### src/rtl/pipeline_hazard_unit_pkg.sv
// Shared types for the pipeline hazard unit.
//   fwd_sel_t       : EX operand source select (00 regfile, 01 EX/MEM, 10 MEM/WB)
//   hazard_shadow_t : in-flight instruction summary tracked per stage
//   fwd_pick()      : newest-producer-wins forwarding decision for one source
package pipeline_hazard_unit_pkg;

  // Shadow rd storage is sized for the widest register id any core may use.
  // Narrower ids are zero-extended before they are stored or compared.
  localparam int SHADOW_ID_W = 8;

  localparam logic [SHADOW_ID_W-1:0] REG_ZERO = '0;

  typedef enum logic [1:0] {
    FWD_NONE   = 2'b00,
    FWD_EX_MEM = 2'b01,
    FWD_MEM_WB = 2'b10
  } fwd_sel_t;

  typedef struct packed {
    logic                   valid;
    logic [SHADOW_ID_W-1:0] rd_id;
    logic                   reg_write;
    logic                   mem_read;
  } hazard_shadow_t;

  // A stage can supply a result only if it really writes a nonzero register.
  function automatic logic produces(hazard_shadow_t s, logic [SHADOW_ID_W-1:0] rs);
    return s.valid & s.reg_write & (s.rd_id != REG_ZERO) & (s.rd_id == rs);
  endfunction

  // EX is checked first: the younger producer holds the architecturally
  // current value when both EX and MEM write the same register.
  function automatic fwd_sel_t fwd_pick(hazard_shadow_t ex, hazard_shadow_t mem,
                                        logic [SHADOW_ID_W-1:0] rs, logic used);
    if (!used)                return FWD_NONE;
    else if (produces(ex, rs))  return FWD_EX_MEM;
    else if (produces(mem, rs)) return FWD_MEM_WB;
    else                      return FWD_NONE;
  endfunction

endpackage

### src/rtl/pipeline_hazard_unit_sat_counter.sv
// Saturating up-counter used for the stall and flush statistics.
//   clk, reset_n : clock, async active-low reset (clears count)
//   inc          : add one this cycle
//   count        : current value, sticks at all-ones
module sat_counter #(
  parameter int CNT_W = 32
) (
  input  logic             clk,
  input  logic             reset_n,
  input  logic             inc,
  output logic [CNT_W-1:0] count
);

  always_ff @(posedge clk or negedge reset_n) begin
    if (!reset_n)                 count <= '0;
    else if (inc && (count != '1)) count <= count + CNT_W'(1);
  end

endmodule

### src/rtl/pipeline_hazard_unit.sv
// Stall / flush / forwarding controller for the 5-stage pipeline.
// Inputs : ID instruction summary (valid, rs1/rs2 + used flags, rd, reg_write,
//          mem_read), ex_branch_taken, mem_busy.
// Outputs: per-register enables and flush/bubble controls, registered EX
//          forwarding selects, {WB,MEM,EX,ID} valid, saturating stall and
//          flush counters.
// Priority: mem_busy freeze > taken branch > load-use > normal advance.
module pipeline_hazard_unit
  import pipeline_hazard_unit_pkg::*;
#(
  parameter int REG_ID_W        = 6,
  parameter int CNT_W           = 32,
  parameter bit FLUSH_ON_BRANCH = 1'b1
) (
  input  logic                clk,
  input  logic                reset_n,
  input  logic                id_valid,
  input  logic [REG_ID_W-1:0] id_rs1_id,
  input  logic [REG_ID_W-1:0] id_rs2_id,
  input  logic                id_rs1_used,
  input  logic                id_rs2_used,
  input  logic [REG_ID_W-1:0] id_rd_id,
  input  logic                id_reg_write,
  input  logic                id_mem_read,
  input  logic                ex_branch_taken,
  input  logic                mem_busy,
  output logic                pc_en,
  output logic                if_id_en,
  output logic                if_id_flush,
  output logic                id_ex_en,
  output logic                id_ex_flush,
  output logic                ex_mem_en,
  output logic                mem_wb_bubble,
  output logic [1:0]          fwd_a_sel,
  output logic [1:0]          fwd_b_sel,
  output logic [3:0]          stage_valid,
  output logic [CNT_W-1:0]    stall_cnt,
  output logic [CNT_W-1:0]    flush_cnt
);

  hazard_shadow_t ex_sh, mem_sh, wb_sh;
  fwd_sel_t       fwd_a, fwd_b;

  logic [SHADOW_ID_W-1:0] rs1_x, rs2_x, rd_x;
  assign rs1_x = SHADOW_ID_W'(id_rs1_id);
  assign rs2_x = SHADOW_ID_W'(id_rs2_id);
  assign rd_x  = SHADOW_ID_W'(id_rd_id);

  logic freeze, branch, flush_br, lu_cond, load_use, ex_flush;

  assign freeze   = mem_busy;
  assign branch   = ~freeze & ex_branch_taken;
  assign flush_br = branch & FLUSH_ON_BRANCH;

  // Load in EX whose result the ID instruction needs: it cannot be
  // forwarded until the load reaches MEM, so hold ID for one cycle.
  assign lu_cond = id_valid & ex_sh.valid & ex_sh.mem_read & (ex_sh.rd_id != REG_ZERO) &
                   ((id_rs1_used & (rs1_x == ex_sh.rd_id)) |
                    (id_rs2_used & (rs2_x == ex_sh.rd_id)));
  // A taken branch outranks the stall whether or not it flushes.
  assign load_use = ~freeze & ~ex_branch_taken & lu_cond;
  assign ex_flush = flush_br | load_use;

  // Controls are forced low while reset is held.
  assign pc_en         = reset_n & ~freeze & ~load_use;
  assign if_id_en      = reset_n & ~freeze & ~load_use;
  assign if_id_flush   = reset_n & flush_br;
  assign id_ex_en      = reset_n & ~freeze;
  assign id_ex_flush   = reset_n & ex_flush;
  assign ex_mem_en     = reset_n & ~freeze;
  assign mem_wb_bubble = reset_n & freeze;

  // Shadows move exactly when ID/EX, EX/MEM and MEM/WB move; a freeze
  // holds the whole back end, so the shadows and selects hold as well.
  always_ff @(posedge clk or negedge reset_n) begin
    if (!reset_n) begin
      ex_sh  <= '0;
      mem_sh <= '0;
      wb_sh  <= '0;
      fwd_a  <= FWD_NONE;
      fwd_b  <= FWD_NONE;
    end else if (!freeze) begin
      if (ex_flush) begin
        ex_sh <= '0;
        fwd_a <= FWD_NONE;
        fwd_b <= FWD_NONE;
      end else begin
        ex_sh <= '{valid: id_valid, rd_id: rd_x, reg_write: id_reg_write, mem_read: id_mem_read};
        // Current EX/MEM become MEM/WB once this instruction sits in EX.
        fwd_a <= fwd_pick(ex_sh, mem_sh, rs1_x, id_rs1_used);
        fwd_b <= fwd_pick(ex_sh, mem_sh, rs2_x, id_rs2_used);
      end
      mem_sh <= ex_sh;
      wb_sh  <= mem_sh;
    end
  end

  assign fwd_a_sel   = fwd_a;
  assign fwd_b_sel   = fwd_b;
  assign stage_valid = {wb_sh.valid, mem_sh.valid, ex_sh.valid, id_valid & reset_n};

  // WB only reports occupancy (the regfile is write-first) and MEM never
  // stalls on a load, so these shadow fields are tracked but not consumed.
  logic unused_fields;
  assign unused_fields = ^{mem_sh.mem_read, wb_sh.rd_id, wb_sh.reg_write, wb_sh.mem_read};

  sat_counter #(.CNT_W(CNT_W)) u_stall_cnt (
    .clk(clk), .reset_n(reset_n), .inc(freeze | load_use), .count(stall_cnt)
  );

  sat_counter #(.CNT_W(CNT_W)) u_flush_cnt (
    .clk(clk), .reset_n(reset_n), .inc(flush_br), .count(flush_cnt)
  );

endmodule

### config.mk
export PLATFORM = sky130hd
export DESIGN_NAME = pipeline_hazard_unit
export DESIGN_NICKNAME = d
export VERILOG_FILES = /design/src/rtl/pipeline_hazard_unit_pkg.sv /design/src/rtl/pipeline_hazard_unit_sat_counter.sv /design/src/rtl/pipeline_hazard_unit.sv
export SDC_FILE = /design/constraint.sdc
export NUM_CORES = 1
export LEC_CHECK = 0
export ABC_AREA = 1
export CAP_MARGIN = 20
export CELL_PAD_IN_SITES_DETAIL_PLACEMENT = 0
export CELL_PAD_IN_SITES_GLOBAL_PLACEMENT = 2
export CORE_ASPECT_RATIO = 1.1
export CORE_MARGIN = 5
export CORE_UTILIZATION = 26
export CTS_CLUSTER_SIZE = 16
export DETAILED_ROUTE_END_ITERATION = 16
export GPL_TIMING_DRIVEN = 0
export HOLD_SLACK_MARGIN = 0.03
export PLACE_DENSITY = 0.79
export SYNTH_ARGS = -nofsm -noshare
export SYNTH_HDL_FRONTEND = slang
export SYNTH_SLANG_ARGS = --single-unit
### constraint.sdc
create_clock -name clk -period 1.6 [get_ports clk]
set_input_delay 0.32 -clock clk [delete_from_list [all_inputs] [get_ports clk]]
set_output_delay 0.32 -clock clk [all_outputs]
set_load 0.03 [all_outputs]
### After elaboration in Yosys (flattened, before gate mapping)

Index checks and enable logic that the tools add are counted.

| word-level totals | value |
|---|---|
| bits in registers | 90 |
| bits of input ports | 27 |
| output and inout port bits | 79 |

| operators by class | value |
|---|---|
| add/sub/neg operators | 2 |
| equality and inequality tests | 8 |
| mux-type cells | 9 |
| bitwise logic cells | 29 |
| reductions and logical operators | 4 |

Operator list:

| operator | number |
|---|---|
| adder 32 x 1 -> 32 bit (second input constant) | 2 |
| inequality test 32 bit (second input constant) | 2 |
| equality test 8 x 6 -> 1 bit | 4 |
| AND 1 bit | 23 |
| equality test 6 x 8 -> 1 bit | 2 |
| 2-to-1 mux 2 bit | 8 |
| nonzero test 8 bit | 2 |
| 2-to-1 mux 11 bit | 1 |
| inverter 1 bit | 3 |
| OR 1 bit | 3 |
| logical AND 1 bit | 2 |

### Depth between registers and ports, before layout

| logic depth | value |
|---|---|
| depth in word-level cells | 7 |
| mapped depth | 12 |

### By module

From an unflattened synthesis, not the netlist that was laid out.

| unflattened totals | value |
|---|---|
| cells, all modules | 925 |
| area, all modules | 5943.2 sq um |

By module, submodules not included:

| module | times used | cells an instance | area an instance (sq um) | sequential area each (sq um) |
|---|---|---|---|---|
| sat_counter | 2 | 333 | 2190.9 | 800.8 |
| pipeline_hazard_unit | 1 | 259 | 1561.5 | 550.5 |

### Worst setup path after synthesis

Ideal clock, no wire load.

| timing path | value |
|---|---|
| kind | input to output |
| start point | input port mem_busy |
| end point | output port pc_en |
| data arrival time | 1.850 ns |
| path slack | -0.570 ns |
| stages | 7 |
| path buffers | 4 |
| cells stage by stage | clkbuf_1 inv_1 clkbuf_1 nand2_2 buf_2 nor2_1 buf_4 |

| on the way | value |
|---|---|
| word-level cells in the longest chain between the ends | 5 |

RTL lines:

| element | RTL line | RTL |
|---|---|---|
| start, declared | pipeline_hazard_unit.sv:26 | `input logic mem_busy,` |
| inverter 1 bit (*) | -- |  |
| AND 1 bit (2 in a row) | pipeline_hazard_unit.sv:61 | `assign load_use = ~freeze & ~ex_branch_taken & lu_cond;` |
| inverter 1 bit | -- |  |
| AND 1 bit (*) | -- |  |
| end, declared | pipeline_hazard_unit.sv:27 | `output logic pc_en,` |

Mark *: on every way between the ends. The rest lies on a longest branch, timed or not.

### Final worst setup path

| timing path | value |
|---|---|
| start point | register ex_sh[3] (netlist bit) |
| end point | output port pc_en |

| on the way | value |
|---|---|
| word-level cells in the longest chain between the ends | 7 |

RTL lines:

| element | RTL line | RTL |
|---|---|---|
| start, declared | pipeline_hazard_unit.sv:41 | `hazard_shadow_t ex_sh, mem_sh, wb_sh;` |
| start signal, assigned | pipeline_hazard_unit.sv:88 | `ex_sh <= '{valid: id_valid, rd_id: rd_x, reg_write: id_reg_write, mem_read: id_mem_read};` |
| equality test 6 x 8 -> 1 bit (on tied branches) | pipeline_hazard_unit.sv:58, pipeline_hazard_unit.sv:59 |  |
| AND 1 bit (on tied branches) | pipeline_hazard_unit.sv:58, pipeline_hazard_unit.sv:59 |  |
| OR 1 bit | pipeline_hazard_unit.sv:58 | `((id_rs1_used & (rs1_x == ex_sh.rd_id)) \|` |
| AND 1 bit (*) | pipeline_hazard_unit.sv:57 | `assign lu_cond = id_valid & ex_sh.valid & ex_sh.mem_read & (ex_sh.rd_id != REG_ZERO) &` |
| AND 1 bit (*) | pipeline_hazard_unit.sv:61 |  |
| inverter 1 bit (*) | pipeline_hazard_unit.sv:65 | `assign pc_en = reset_n & ~freeze & ~load_use;` |
| AND 1 bit (*) | pipeline_hazard_unit.sv:65 |  |

Marked as above.

==> key figures <==
Status
  – Outcome: finished, violations left
  – Failing checks: negative setup slack

STA
  – Final setup vio count: 72
  – Slew Limit Fails: 0
  – Final hold vios: 0
  – Final hold slack: roughly 0.055 ns
  – Tmin final: 2.20 ns
  – Final Cycle Share: 137%
  – Slew Limit Headroom: between 60 and 70%
  – Worst Clk Skew: between 0.01 and 0.015 ns
  – Actual slew at the worst max-slew pin: 0.494 ns
  – Peak Freq: 0.455 GHz
  – Final worst setup slack: -0.595 ns
  – RSZ-0062 raised after global routing: true

Global route
  – Total track usage: between 10% and 20%
  – Global-route wire length before repair: around 33,000 um
  – Number of global-route vias before repair: slightly below 6,000
  – Largest net degree at the start of global routing: 25
  – Total gr overflow: 0
  – Initial antenna violation count: 0

Route
  – Final ANT Viol Nets: 0
  – Vias: 5,858
  – DRC Markers: 0
  – Drt pass-1 iters: 4
  – Avg WL per Cell: 16.2 um
  – DR iter-0 viols: roughly 230
  – Routed wire length: between 20,000 and 25,000 um
  – Drt via density: between 4 and 5

Worst setup path
  – Crit path buffers/inverters: 4
  – Worst setup EP type: output pin
  – Critical path's top delay family: simple AND/OR/NAND/NOR gates
  – Worst-path fanout max: 4
  – Crit. path cell count: 12
  – WP data required: between 1 and 1.5 ns
  – CP peak stage delay: about 0.42 ns
  – CP cell instances: inv_2 -> nand2_1 -> nand2_1 -> nor2_4 -> nand4_1 -> nand2_1 -> nand2_2 -> nand2_4 -> buf_12 -> nor2_4 -> buf_6 -> buf_6
  – CP Launch Type: flop
  – Worst setup path category: reg -> out
  – Slowest stage cell on the critical path: dfrtp_1
  – R2R cell count: 16
  – Most used cell, CP: nand2_1
  – Crit path DAT: 1.88 ns

Pwr
  – Clock network fraction of total power: approximately a third
  – PwrDens: around 790 nW/um2
  – Pwr Total: between 7 and 8 mW
  – Peak supply drop: approximately 0.56 mV
  – Sequential fraction of design power: ~38%
  – Sw Pwr: 2.39 mW
  – P_int: approximately 4.7 mW
  – LEAKAGE: between 4 and 5 nW
  – Switch share: roughly a third
  – Comb pwr share: between 20% and 30%

Place
  – Post-placement cell area: ~7000 um2
  – DP Worst Slack: -1.38 ns
  – RD Place Congestion: 0.831
  – I/O Buffers: around 100
  – Placed Cells: 1,193
  – Hpwl dp: between 10,000 and 15,000 um

Logic synthesis
  – Synth Area in Compound Gates: between 4 and 5%
  – Net count after synthesis: around 830
  – Sequential-to-total area share from yosys stat: 38.9%
  – Yosys warning count: 0
  – Mapped cell area: 5530 um2
  – Post-synthesis mux area share: 0%
  – XOR/XNOR Fraction of Synth Area: 7.77%
  – Synth unique cells: 33
  – Main combinational cell family by area after synthesis: simple AND/OR/NAND/NOR gates
  – Post-synthesis simple-gate area fraction: 39.9%
  – Synth Area in Adders: less than 1%
  – Avg Cell Area, Syn: 6.92 um2
  – Mapped Cells: 798
  – FF+latch count, synth: 86

CTS
  – CTS H-tree lvls: 3
  – Clock buffer depth: 2
  – Num CTS Buffers: 9
  – Clk root buf: clkbuf_16
  – CTS clk-pin slew, worst paths: about 0.07 ns
  – Clk Latency, worst-skew pair: approximately 0.35 ns
  – CTS Sinks: 86
  – CTS tree: built

Die
  – Standard-cell rows: between 50 and 60
  – Initial Utilization: between 20% and 30%
  – Die Wd: around 150 um
  – Die Y: around 160 um
  – I/O Pins: roughly 110
  – Core ar.: roughly 21,000 um2
  – Die area: around 24,000 um2

Cells and area
  – Layout Nets: about 1,000
  – Share of cells above drive strength 1: 34.2%
  – Diodes inserted: 0
  – Final non-filler cell total: ~1,300
  – Post-layout instance area: between 9000 and 10,000 um2
  – Area delta synth->final: 63.0%

Hold path
  – Worst min-delay path category: in -> async

Job
  – Max cap viols: 0
==> flip-flops by register name (all words and copies together) (netlist names) <==
register and count:
fwd_a_sel 2, u_flush_cnt.count 32, fwd_b_sel 2, stage_valid 3
u_stall_cnt.count 32, ex_sh 8, mem_sh 7
==> layer usage <==
| metal | track usage, % | wire length (um) |
|---|---|---|
| met1 | 23.2 | 9540 |
| met2 | 29.2 | 10300 |
| met3 | 2.64 | 741 |
| met4 | 4.66 | 361 |
| met5 | 0 | 0 |
==> layout by cell type (no fill, tap or decap), drive strengths merged, types with 2 or more instances in the layout <==
cell type	instances
clkbuf	29
o2111ai	3
bufbuf	4
clkdlybuf4s15	12
nand2	321
buf	105
nand3	61
clkinv	2
nor2	81
nand3b	9
nand4	11
dlygate4sd2	52
nor3	30
dfrtp	86
inv	78
clkdlybuf4s50	12
dlygate4sd3	3
xnor2	18
xor2	31
bufinv	2
a21oi	2
ha	2
dlymetal6s2s	7
o21ai	29
o22ai	9
clkinvlp	2
==> cell families after synthesis <==
logic type	count (synthesis)
XOR/XNOR	49
AO/OA/AOI/OAI	43
adder cells (fa/ha/maj)	2
flip-flops	86
buffers and inverters	102
AND/OR/NAND/NOR	516
==> per-stage QoR <==
step | util (%) | setup TNS [ns]
after global routing | 42.5 | -26.11
after global placement | 33.5 | -383.11
after detailed placement | 33.6 | -46.44
final | 42.5 | -19.17
after CTS | 40.2 | -20.10
after floorplan | - | -2.77
==> path summary, 6_finish.rpt <==
kind | slack, ns | startpoint | to
setup / recovery | -0.60 | ex_sh[3]$_DFFE_PN0N_ | pc_en
hold / removal | 0.05 | reset_n | ex_sh[1]$_DFFE_PN0N_
setup reg to reg | -0.54 | ex_sh[3]$_DFFE_PN0N_ | u_stall_cnt.count[22]$_DFFE_PN0P_
hold reg to reg | 0.48 | stage_valid[3]$_DFFE_PN0N_ | stage_valid[3]$_DFFE_PN0N_
max in group asynchronous | 0.50 | reset_n | u_stall_cnt.count[26]$_DFFE_PN0P_
min in group clk | 0.40 | mem_busy | mem_sh[2]$_DFFE_PN0N_
==> power by group through the flow <==
stage	Combinational, mW	Sequential [mW]	Clock (mW)
floorplan	0.672	2.97	0
global placement	1.59	2.76	0
detailed placement	1.60	2.75	0
CTS	1.94	2.70	2.49
global route	2.17	2.75	2.57
finish	2.02	2.71	2.41
==> Yosys cell counts <==
cell | number | area, um2
a21oi_1 | 2 | 10.0
buf_2 | 3 | 15.0
buf_4 | 9 | 67.6
buf_6 | 4 | 45.0
clkbuf_1 | 7 | 26.3
dfrtp_1 | 86 | 2150
ha_1 | 2 | 25.0
inv_1 | 74 | 278
inv_2 | 4 | 15.0
inv_4 | 1 | 6.26
nand2_1 | 312 | 1170
nand2_2 | 8 | 50.1
nand2_4 | 1 | 11.3
nand3_1 | 58 | 290
nand3_2 | 2 | 20.0
nand3_4 | 1 | 17.5
nand3b_1 | 8 | 60.1
nand3b_2 | 1 | 11.3
nand4_1 | 11 | 68.8
nor2_1 | 76 | 285
nor2_2 | 3 | 18.8
nor2_4 | 2 | 22.5
nor3_1 | 29 | 145
nor3_2 | 1 | 10.0
nor3b_1 | 1 | 7.51
nor4_1 | 1 | 6.26
o2111ai_1 | 3 | 26.3
o21ai_0 | 22 | 110
o21ai_2 | 7 | 61.3
o22ai_1 | 9 | 56.3
or2_2 | 1 | 6.26
xnor2_1 | 18 | 158
xor2_1 | 31 | 272
==> area by class of cell <==
class / count / area, um2
Fill cell: 2222 / 12200
Multi-Input combinational cell: 610 / 3500
Sequential cell: 86 / 2200
Timing Repair Buffer: 191 / 2020
Tap cell: 290 / 363
Inverter: 79 / 315
Buffer: 22 / 269
Clock buffer: 11 / 253
Clock inverter: 5 / 81.3
==> timing repair <==
item	4_1_cts	5_1_grt
endpoints found under the setup margin	150	95
gates cloned	11	2
pin swaps	25	33
hold buffers	7	0
gates resized for setup	270	119
hold endpoints to repair	50	0
setup buffers	41	27
==> worst register-to-register path, cell delays in order, from the launching register on <==
cell and delay (ns):
dfrtp_1 0.42, inv_2 0.09, nand2_1 0.05, nand2_1 0.10, nor2_4 0.06, nand4_1 0.09
nand2_1 0.08, nand2_2 0.10, nand2_4 0.07, buf_4 0.14, buf_6 0.10, buf_6 0.10
buf_8 0.12, buf_8 0.12, bufbuf_16 0.26, nand3_1 0.06, nand2_1 0.05
No activity file was read; power rests on OpenSTA's default activity.
